`src/rtl/uart_transmitter_if.sv`:
```
// uart_transmitter_if
//   Bundles the byte-side enqueue port and the serial/status outputs of
//   uart_transmitter. clk and rst stay plain module ports.
//   master: the producer/observer (drives Tx_Data, Tx_Load, BIST_Mode).
//   slave : the transmitter (drives Tx, Tx_Busy and the FIFO flags).
//   Signals:
//     Tx_Data       byte to enqueue, sampled when Tx_Load=1
//     Tx_Load       single-cycle write strobe
//     BIST_Mode     1 freezes enqueue and frame start
//     Tx            serial line, idle high
//     Tx_Busy       transmitter FSM not idle
//     FIFO_Empty    buffer holds no entries
//     FIFO_Full     buffer holds FIFO_ENTRIES entries
//     FIFO_Overflow sticky: a write was dropped
interface uart_transmitter_if #(
  parameter int DATA_BITS = 8
);
  logic [DATA_BITS-1:0] Tx_Data;
  logic                 Tx_Load;
  logic                 BIST_Mode;
  logic                 Tx;
  logic                 Tx_Busy;
  logic                 FIFO_Empty;
  logic                 FIFO_Full;
  logic                 FIFO_Overflow;

  modport master (
    output Tx_Data, Tx_Load, BIST_Mode,
    input  Tx, Tx_Busy, FIFO_Empty, FIFO_Full, FIFO_Overflow
  );

  modport slave (
    input  Tx_Data, Tx_Load, BIST_Mode,
    output Tx, Tx_Busy, FIFO_Empty, FIFO_Full, FIFO_Overflow
  );
endinterface

```
`src/rtl/uart_transmitter.sv`:
```
// uart_transmitter
//   Buffered UART transmitter: a small circular TX buffer feeding a
//   START / DATA (LSB first) / optional PARITY / STOP serializer. Each bit is
//   held CLKS_PER_BIT clocks. Frames run back-to-back while the buffer has
//   entries. BIST_Mode blocks enqueue and new frames but lets a running frame
//   finish.
//   Ports:
//     clk  rising-edge clock
//     rst  synchronous active-high reset
//     bus  uart_transmitter_if.slave (Tx_Data/Tx_Load/BIST_Mode in,
//          Tx/Tx_Busy/FIFO_Empty/FIFO_Full/FIFO_Overflow out)
module uart_transmitter #(
  parameter int DATA_BITS    = 8,
  parameter int FIFO_WIDTH   = 2,
  parameter int CLKS_PER_BIT = 16,
  parameter int PARITY_EN    = 1,
  parameter int PARITY_ODD   = 0
) (
  input  logic               clk,
  input  logic               rst,
  uart_transmitter_if.slave  bus
);

  localparam int FIFO_ENTRIES = 2**FIFO_WIDTH;
  localparam int CW           = FIFO_WIDTH + 1;
  localparam int CNT_W        = (CLKS_PER_BIT > 2) ? $clog2(CLKS_PER_BIT) : 1;
  localparam int BIT_W        = (DATA_BITS > 1) ? $clog2(DATA_BITS) : 1;
  localparam logic [CNT_W-1:0] LAST_TICK = CNT_W'(CLKS_PER_BIT - 1);
  localparam logic [BIT_W-1:0] LAST_BIT  = BIT_W'(DATA_BITS - 1);
  localparam logic [CW-1:0]    FULL_CNT  = CW'(FIFO_ENTRIES);

  typedef enum logic [2:0] {IDLE, START, DATA, PARITY, STOP} state_e;

  function automatic logic parity_of(input logic [DATA_BITS-1:0] d);
    return (^d) ^ (PARITY_ODD != 0);
  endfunction

  logic [DATA_BITS-1:0]  mem_q [FIFO_ENTRIES];
  logic [FIFO_WIDTH-1:0] wr_ptr_q, wr_ptr_d;
  logic [FIFO_WIDTH-1:0] rd_ptr_q, rd_ptr_d;
  logic [CW-1:0]         count_q, count_d;
  logic                  empty_q, full_q;
  logic                  ovf_q, ovf_d;

  state_e                state_q, state_d;
  logic [CNT_W-1:0]      tick_q, tick_d;
  logic [BIT_W-1:0]      bit_q, bit_d;
  logic [DATA_BITS-1:0]  shift_q, shift_d;
  logic                  par_q, par_d;
  logic                  tx_q, tx_d;

  logic                  last_tick;
  logic                  can_start;
  logic                  buf_full;
  logic                  pop;
  logic                  wr_en;
  logic                  drop;

  assign last_tick = (tick_q == LAST_TICK);
  assign can_start = (count_q != '0) && !bus.BIST_Mode;
  assign buf_full  = (count_q == FULL_CNT);

  // Serializer next state. pop marks the cycle the head entry is consumed;
  // it may only happen from IDLE or on the final STOP cycle.
  always_comb begin
    state_d = state_q;
    tick_d  = tick_q;
    bit_d   = bit_q;
    shift_d = shift_q;
    par_d   = par_q;
    pop     = 1'b0;

    case (state_q)
      IDLE: begin
        if (can_start) pop = 1'b1;
      end
      START: begin
        if (last_tick) begin
          state_d = DATA;
          tick_d  = '0;
        end else begin
          tick_d = tick_q + 1'b1;
        end
      end
      DATA: begin
        if (last_tick) begin
          tick_d  = '0;
          shift_d = shift_q >> 1;
          if (bit_q == LAST_BIT) begin
            state_d = (PARITY_EN != 0) ? PARITY : STOP;
          end else begin
            bit_d = bit_q + 1'b1;
          end
        end else begin
          tick_d = tick_q + 1'b1;
        end
      end
      PARITY: begin
        if (last_tick) begin
          state_d = STOP;
          tick_d  = '0;
        end else begin
          tick_d = tick_q + 1'b1;
        end
      end
      STOP: begin
        if (last_tick) begin
          tick_d = '0;
          if (can_start) pop = 1'b1;
          else           state_d = IDLE;
        end else begin
          tick_d = tick_q + 1'b1;
        end
      end
      default: state_d = IDLE;
    endcase

    // Loading a new frame overrides whatever the case above chose.
    if (pop) begin
      state_d = START;
      tick_d  = '0;
      bit_d   = '0;
      shift_d = mem_q[rd_ptr_q];
      par_d   = parity_of(mem_q[rd_ptr_q]);
    end
  end

  // Tx is registered from the current state, so the line lags the FSM by
  // one clock; every bit still lasts exactly CLKS_PER_BIT cycles.
  always_comb begin
    tx_d = 1'b1;
    case (state_q)
      START:   tx_d = 1'b0;
      DATA:    tx_d = shift_q[0];
      PARITY:  tx_d = par_q;
      default: tx_d = 1'b1;
    endcase
  end

  // A full buffer still accepts a write when the head is popped that cycle.
  always_comb begin
    wr_en    = bus.Tx_Load && !bus.BIST_Mode && (!buf_full || pop);
    drop     = bus.Tx_Load && !bus.BIST_Mode && buf_full && !pop;
    wr_ptr_d = wr_en ? wr_ptr_q + 1'b1 : wr_ptr_q;
    rd_ptr_d = pop ? rd_ptr_q + 1'b1 : rd_ptr_q;
    count_d  = count_q;
    if (wr_en && !pop)      count_d = count_q + 1'b1;
    else if (!wr_en && pop) count_d = count_q - 1'b1;
    ovf_d = ovf_q;
    if (drop)     ovf_d = 1'b1;
    else if (pop) ovf_d = 1'b0;
  end

  always_ff @(posedge clk) begin
    if (rst) begin
      state_q  <= IDLE;
      tick_q   <= '0;
      bit_q    <= '0;
      shift_q  <= '0;
      par_q    <= 1'b0;
      tx_q     <= 1'b1;
      wr_ptr_q <= '0;
      rd_ptr_q <= '0;
      count_q  <= '0;
      empty_q  <= 1'b1;
      full_q   <= 1'b0;
      ovf_q    <= 1'b0;
    end else begin
      state_q  <= state_d;
      tick_q   <= tick_d;
      bit_q    <= bit_d;
      shift_q  <= shift_d;
      par_q    <= par_d;
      tx_q     <= tx_d;
      wr_ptr_q <= wr_ptr_d;
      rd_ptr_q <= rd_ptr_d;
      count_q  <= count_d;
      empty_q  <= (count_d == '0);
      full_q   <= (count_d == FULL_CNT);
      ovf_q    <= ovf_d;
    end
  end

  // Buffer storage carries data only; validity is tracked by count/pointers.
  always_ff @(posedge clk) begin
    if (!rst && wr_en) mem_q[wr_ptr_q] <= bus.Tx_Data;
  end

  assign bus.Tx            = tx_q;
  assign bus.Tx_Busy       = (state_q != IDLE);
  assign bus.FIFO_Empty    = empty_q;
  assign bus.FIFO_Full     = full_q;
  assign bus.FIFO_Overflow = ovf_q;

endmodule

```
`src/flat_wrapper.sv`:
```
// flat-port wrapper written by rule: the top's interface ports become plain ports
module uart_transmitter_flat 
#(
  parameter int DATA_BITS    = 8,
  parameter int FIFO_WIDTH   = 2,
  parameter int CLKS_PER_BIT = 16,
  parameter int PARITY_EN    = 1,
  parameter int PARITY_ODD   = 0
)
  (clk, rst, bus_Tx_Data, bus_Tx_Load, bus_BIST_Mode, bus_Tx, bus_Tx_Busy, bus_FIFO_Empty, bus_FIFO_Full, bus_FIFO_Overflow);
  uart_transmitter_if #(.DATA_BITS(DATA_BITS)) bus_i ();
  input  logic clk;
  input  logic rst;
  input wire logic [$bits(bus_i.Tx_Data)-1:0] bus_Tx_Data;
  input wire logic [$bits(bus_i.Tx_Load)-1:0] bus_Tx_Load;
  input wire logic [$bits(bus_i.BIST_Mode)-1:0] bus_BIST_Mode;
  output wire logic [$bits(bus_i.Tx)-1:0] bus_Tx;
  output wire logic [$bits(bus_i.Tx_Busy)-1:0] bus_Tx_Busy;
  output wire logic [$bits(bus_i.FIFO_Empty)-1:0] bus_FIFO_Empty;
  output wire logic [$bits(bus_i.FIFO_Full)-1:0] bus_FIFO_Full;
  output wire logic [$bits(bus_i.FIFO_Overflow)-1:0] bus_FIFO_Overflow;
  assign bus_i.Tx_Data = bus_Tx_Data;
  assign bus_i.Tx_Load = bus_Tx_Load;
  assign bus_i.BIST_Mode = bus_BIST_Mode;
  assign bus_Tx = bus_i.Tx;
  assign bus_Tx_Busy = bus_i.Tx_Busy;
  assign bus_FIFO_Empty = bus_i.FIFO_Empty;
  assign bus_FIFO_Full = bus_i.FIFO_Full;
  assign bus_FIFO_Overflow = bus_i.FIFO_Overflow;
  uart_transmitter #(.DATA_BITS(DATA_BITS), .FIFO_WIDTH(FIFO_WIDTH), .CLKS_PER_BIT(CLKS_PER_BIT), .PARITY_EN(PARITY_EN), .PARITY_ODD(PARITY_ODD)) u_core (.clk(clk), .rst(rst), .bus(bus_i));
endmodule
```
`config.mk`:
```
export PLATFORM = sky130hd
export DESIGN_NAME = uart_transmitter_flat
export DESIGN_NICKNAME = d
export VERILOG_FILES = /design/src/rtl/uart_transmitter_if.sv /design/src/rtl/uart_transmitter.sv /design/src/flat_wrapper.sv
export SDC_FILE = /design/constraint.sdc
export NUM_CORES = 1
export LEC_CHECK = 0
export BUFFER_PORTS_ARGS = -buffer_cell sky130_fd_sc_hd__buf_2
export CAP_MARGIN = 20
export CORE_MARGIN = 2
export CORE_UTILIZATION = 50
export DETAILED_ROUTE_END_ITERATION = 16
export PLACE_DENSITY = 0.65
export SKIP_CTS_REPAIR_TIMING = 1
export SLEW_MARGIN = 30
export SYNTH_ARGS = -nofsm -noshare
export SYNTH_HDL_FRONTEND = slang
export SYNTH_SLANG_ARGS = --single-unit
export TNS_END_PERCENT = 1
```
`constraint.sdc`:
```
create_clock -name clk -period 4.1 [get_ports clk]
set_clock_uncertainty 0.1 [all_clocks]
set_input_delay 0.41 -clock clk [delete_from_list [all_inputs] [get_ports clk]]
set_output_delay 0.41 -clock clk [all_outputs]
set_load 0.02 [all_outputs]
```
==> impl_metrics.tcl <==
set metrics [dict create \
    tightest_slew_ns 0.611 \
    antennaDiodeCount 0 \
    synth_top_cell_by_area "edfxtp_1" \
    cts_inserted_buffers 9 \
    synth-edff-count 32 \
    placed_area_um2 2900 \
    preCtsSetupSlack_ns 1.43 \
    cts_buffer_depth 2 \
    fmax_mhz 375 \
    maxCapViolations 0 \
    clock_sinks 64 \
    fillers 451 \
    leakagePower_nw 1.12 \
    drtIter0Drc 116 \
    tns_ns 0 \
    rsz0062_at_grt "no" \
    required_ns 3.99 \
    chipHeight_um 78.4 \
    ys_async_sr_fraction_pct 0 \
    synthTopCellsByCount "41 x nor2_1, 32 x dfxtp_1, 32 x edfxtp_1" \
    whs_ns 0.195 \
    ys_warn_count 0 \
    fin_crit_ns 2.66 \
    grt_first_pass_wirelength_mm 7.57 \
    cts_tree "yes" \
    crit_chain "inv_1 > ha_1 > nor2b_1 > a2111oi_4 > buf_4 > o21ai_0 > nor2_1 > and2_1" \
    rows 27 \
    synth_top_cell_area_share_pct 34.7 \
    path_max_fanout 10 \
    io_buffer_count 16 \
    die-area_um2 6150 \
    cts_htree_levels 3 \
    gp_congestion 0.714 \
    die_width_um 78.4 \
    fin_area_um2 3080 \
    wl_per_cell_um 13.8 \
    irDropWorstVdd_v 0.000292 \
    grt_pass1_vias 1630 \
    finalCritPeriodShare_pct 65.0 \
    yosys_most_used_dff "edfxtp_1" \
    start_util_pct 50.9 \
    grt_remaining_overflow 0 \
    grt_max_degree 26 \
    max_stage_delay_ns 0.40 \
    antenna_found_initial 0 \
    hold_violations 0 \
    nets 272 \
    crit_arrival_ns 2.56 \
    ys_seq_area_share_pct 57.8 \
    hold_class "primary input to flip-flop" \
    syn_to_final_growth_pct 11.2 \
    hpwl_mm 3.16 \
    vias 1682 \
    synth_cell_types 39 \
    drc 0 \
    worst_slack_ns 1.44 \
    post-synth-top-count-cell "nor2_1" \
    synthCells 233 \
    io_pins 17 \
    clk_latency_ns 0.33 \
    startpoint_type "flip-flop" \
    setup_viol 0 \
    viasPerCell 5.16 \
    grt_usage_pct 16.4 \
    synth_fp_nets 255 \
    path_class "flip-flop to flip-flop" \
    coreArea_um2 5440 \
    syn_area_per_cell_um2 11.9 \
    syn_area_um2 2770 \
    crit_slowest_cell "dfxtp_1" \
    report.final.slew_viol_count 0 \
    clkTransAtPathRegs_ns 0.07 \
    netlist_top_cells_area "edfxtp_1 35%, dfxtp_1 23%, mux4_2 6.5%" \
    p_per_area_nw_per_um2 636 \
    cp-end-kind "flip-flop" \
    synth-seq-cells 64 \
    status "finished, final reports clean" \
    drive_gt1_share_pct 18.5 \
    slew_headroom_pct 58.9 \
    dr.pass1.iters 4 \
    antenna_left 0 \
    cts_root_buffer "clkbuf_8" \
    postRouteWirelength_mm 4.49 \
]
final cells by class:
type	instances	area, um^2	area share [%]
timing repair buffer	17	87.6	2.84
clock inverter	6	61.3	1.99
tap	72	90.1	2.92
sequential	64	1600	52.0
clock buffer	9	124	4.02
multi-input combinational	152	1090	35.5
inverter	6	22.5	0.731
path summary, 6_finish.rpt:
path	startpoint	end	slack, ns	depth (start not counted)
worst max register to register	u_core.count_q[1]	u_core.mem_q[1][0]	1.44	8
worst max-delay path	u_core.count_q[1]	u_core.mem_q[1][0]	1.44	8
worst min register to register	u_core.shift_q[7]	u_core.shift_q[7]	0.37	2
worst min-delay path	bus_Tx_Data[6]	u_core.mem_q[2][6]	0.19	1
report_power, final:
group	switching (mW)	internal, mW	leakage, nW
clock	0.232	0.275	0.0948
sequential	0.0833	0.768	0.550
combinational	0.312	0.291	0.473
total	0.627	1.33	1.12
layout by cell type (no fill, tap or decap), types with 3 or more instances in the layout:
cell type	Yosys	final
nor2_1	41	41
o21ai_0	4	4
mux4_2	8	8
dfxtp_1	32	32
or3_1	3	3
buf_2	3	16
and2_1	4	4
nand2_1	14	14
clkbuf_8	0	9
nor4_1	8	8
edfxtp_1	32	32
xnor2_1	13	13
clkinv_2	0	3
xor2_1	3	3
mux2i_1	4	4
o21a_1	3	3
nand2b_1	3	3
inv_1	6	6
ha_1	10	10
a21oi_1	11	11
per-stage QoR:
stage | instances | power, mW | utilization [%]
floorplan | 233 | 1.36 | -
global placement | 311 | 1.46 | 53.2
detailed placement | 311 | 1.47 | 53.2
CTS | 326 | 1.98 | 56.6
global route | 326 | 2.09 | 56.6
finish | 326 | 1.96 | 56.6
registers in the layout, summed over array words and instances, names as in the netlist, named ones only:
signal,cells
u_core.wr_ptr_q,2
u_core.bus.Tx,1
u_core.bus.FIFO_Empty,1
u_core.mem_q,32
u_core.rd_ptr_q,2
u_core.shift_q,8
u_core.bus.FIFO_Overflow,1
u_core.bit_q,3
u_core.state_q,3
u_core.tick_q,4
u_core.count_q,3
u_core.bus.FIFO_Full,1
u_core.par_q,1
worst max-delay path: cells and delay by family, from the launching register on:
family / cells / cell delay [ns]
and+or+nand+nor: 3 / 0.79
buffers and inverters: 2 / 0.30
AOI/OAI and AO/OA: 2 / 0.51
DFF: 1 / 0.40
adders and majority gates: 1 / 0.22
cells by family (layout without fill, tap and decap cells):
logic type	after synthesis	after routing	synth area share, %
XOR/XNOR	16	16	5.06
adder cells (fa/ha/maj)	10	10	4.52
multiplexers	13	13	8.36
AND/OR/NAND/NOR	88	88	15.4
buffers and inverters	17	38	2.71
flip-flops	64	64	57.8
AO/OA/AOI/OAI	25	25	6.14
metal layers:
metal	wire length [um]	vias up	global-route usage, %
met1	2220	801	21.0
met2	2080	21	24.8
met5	0	-	0
li1	-	855	-
met3	138	5	6.21
met4	60	0	7.37
(Power assumes the default switching activity.)
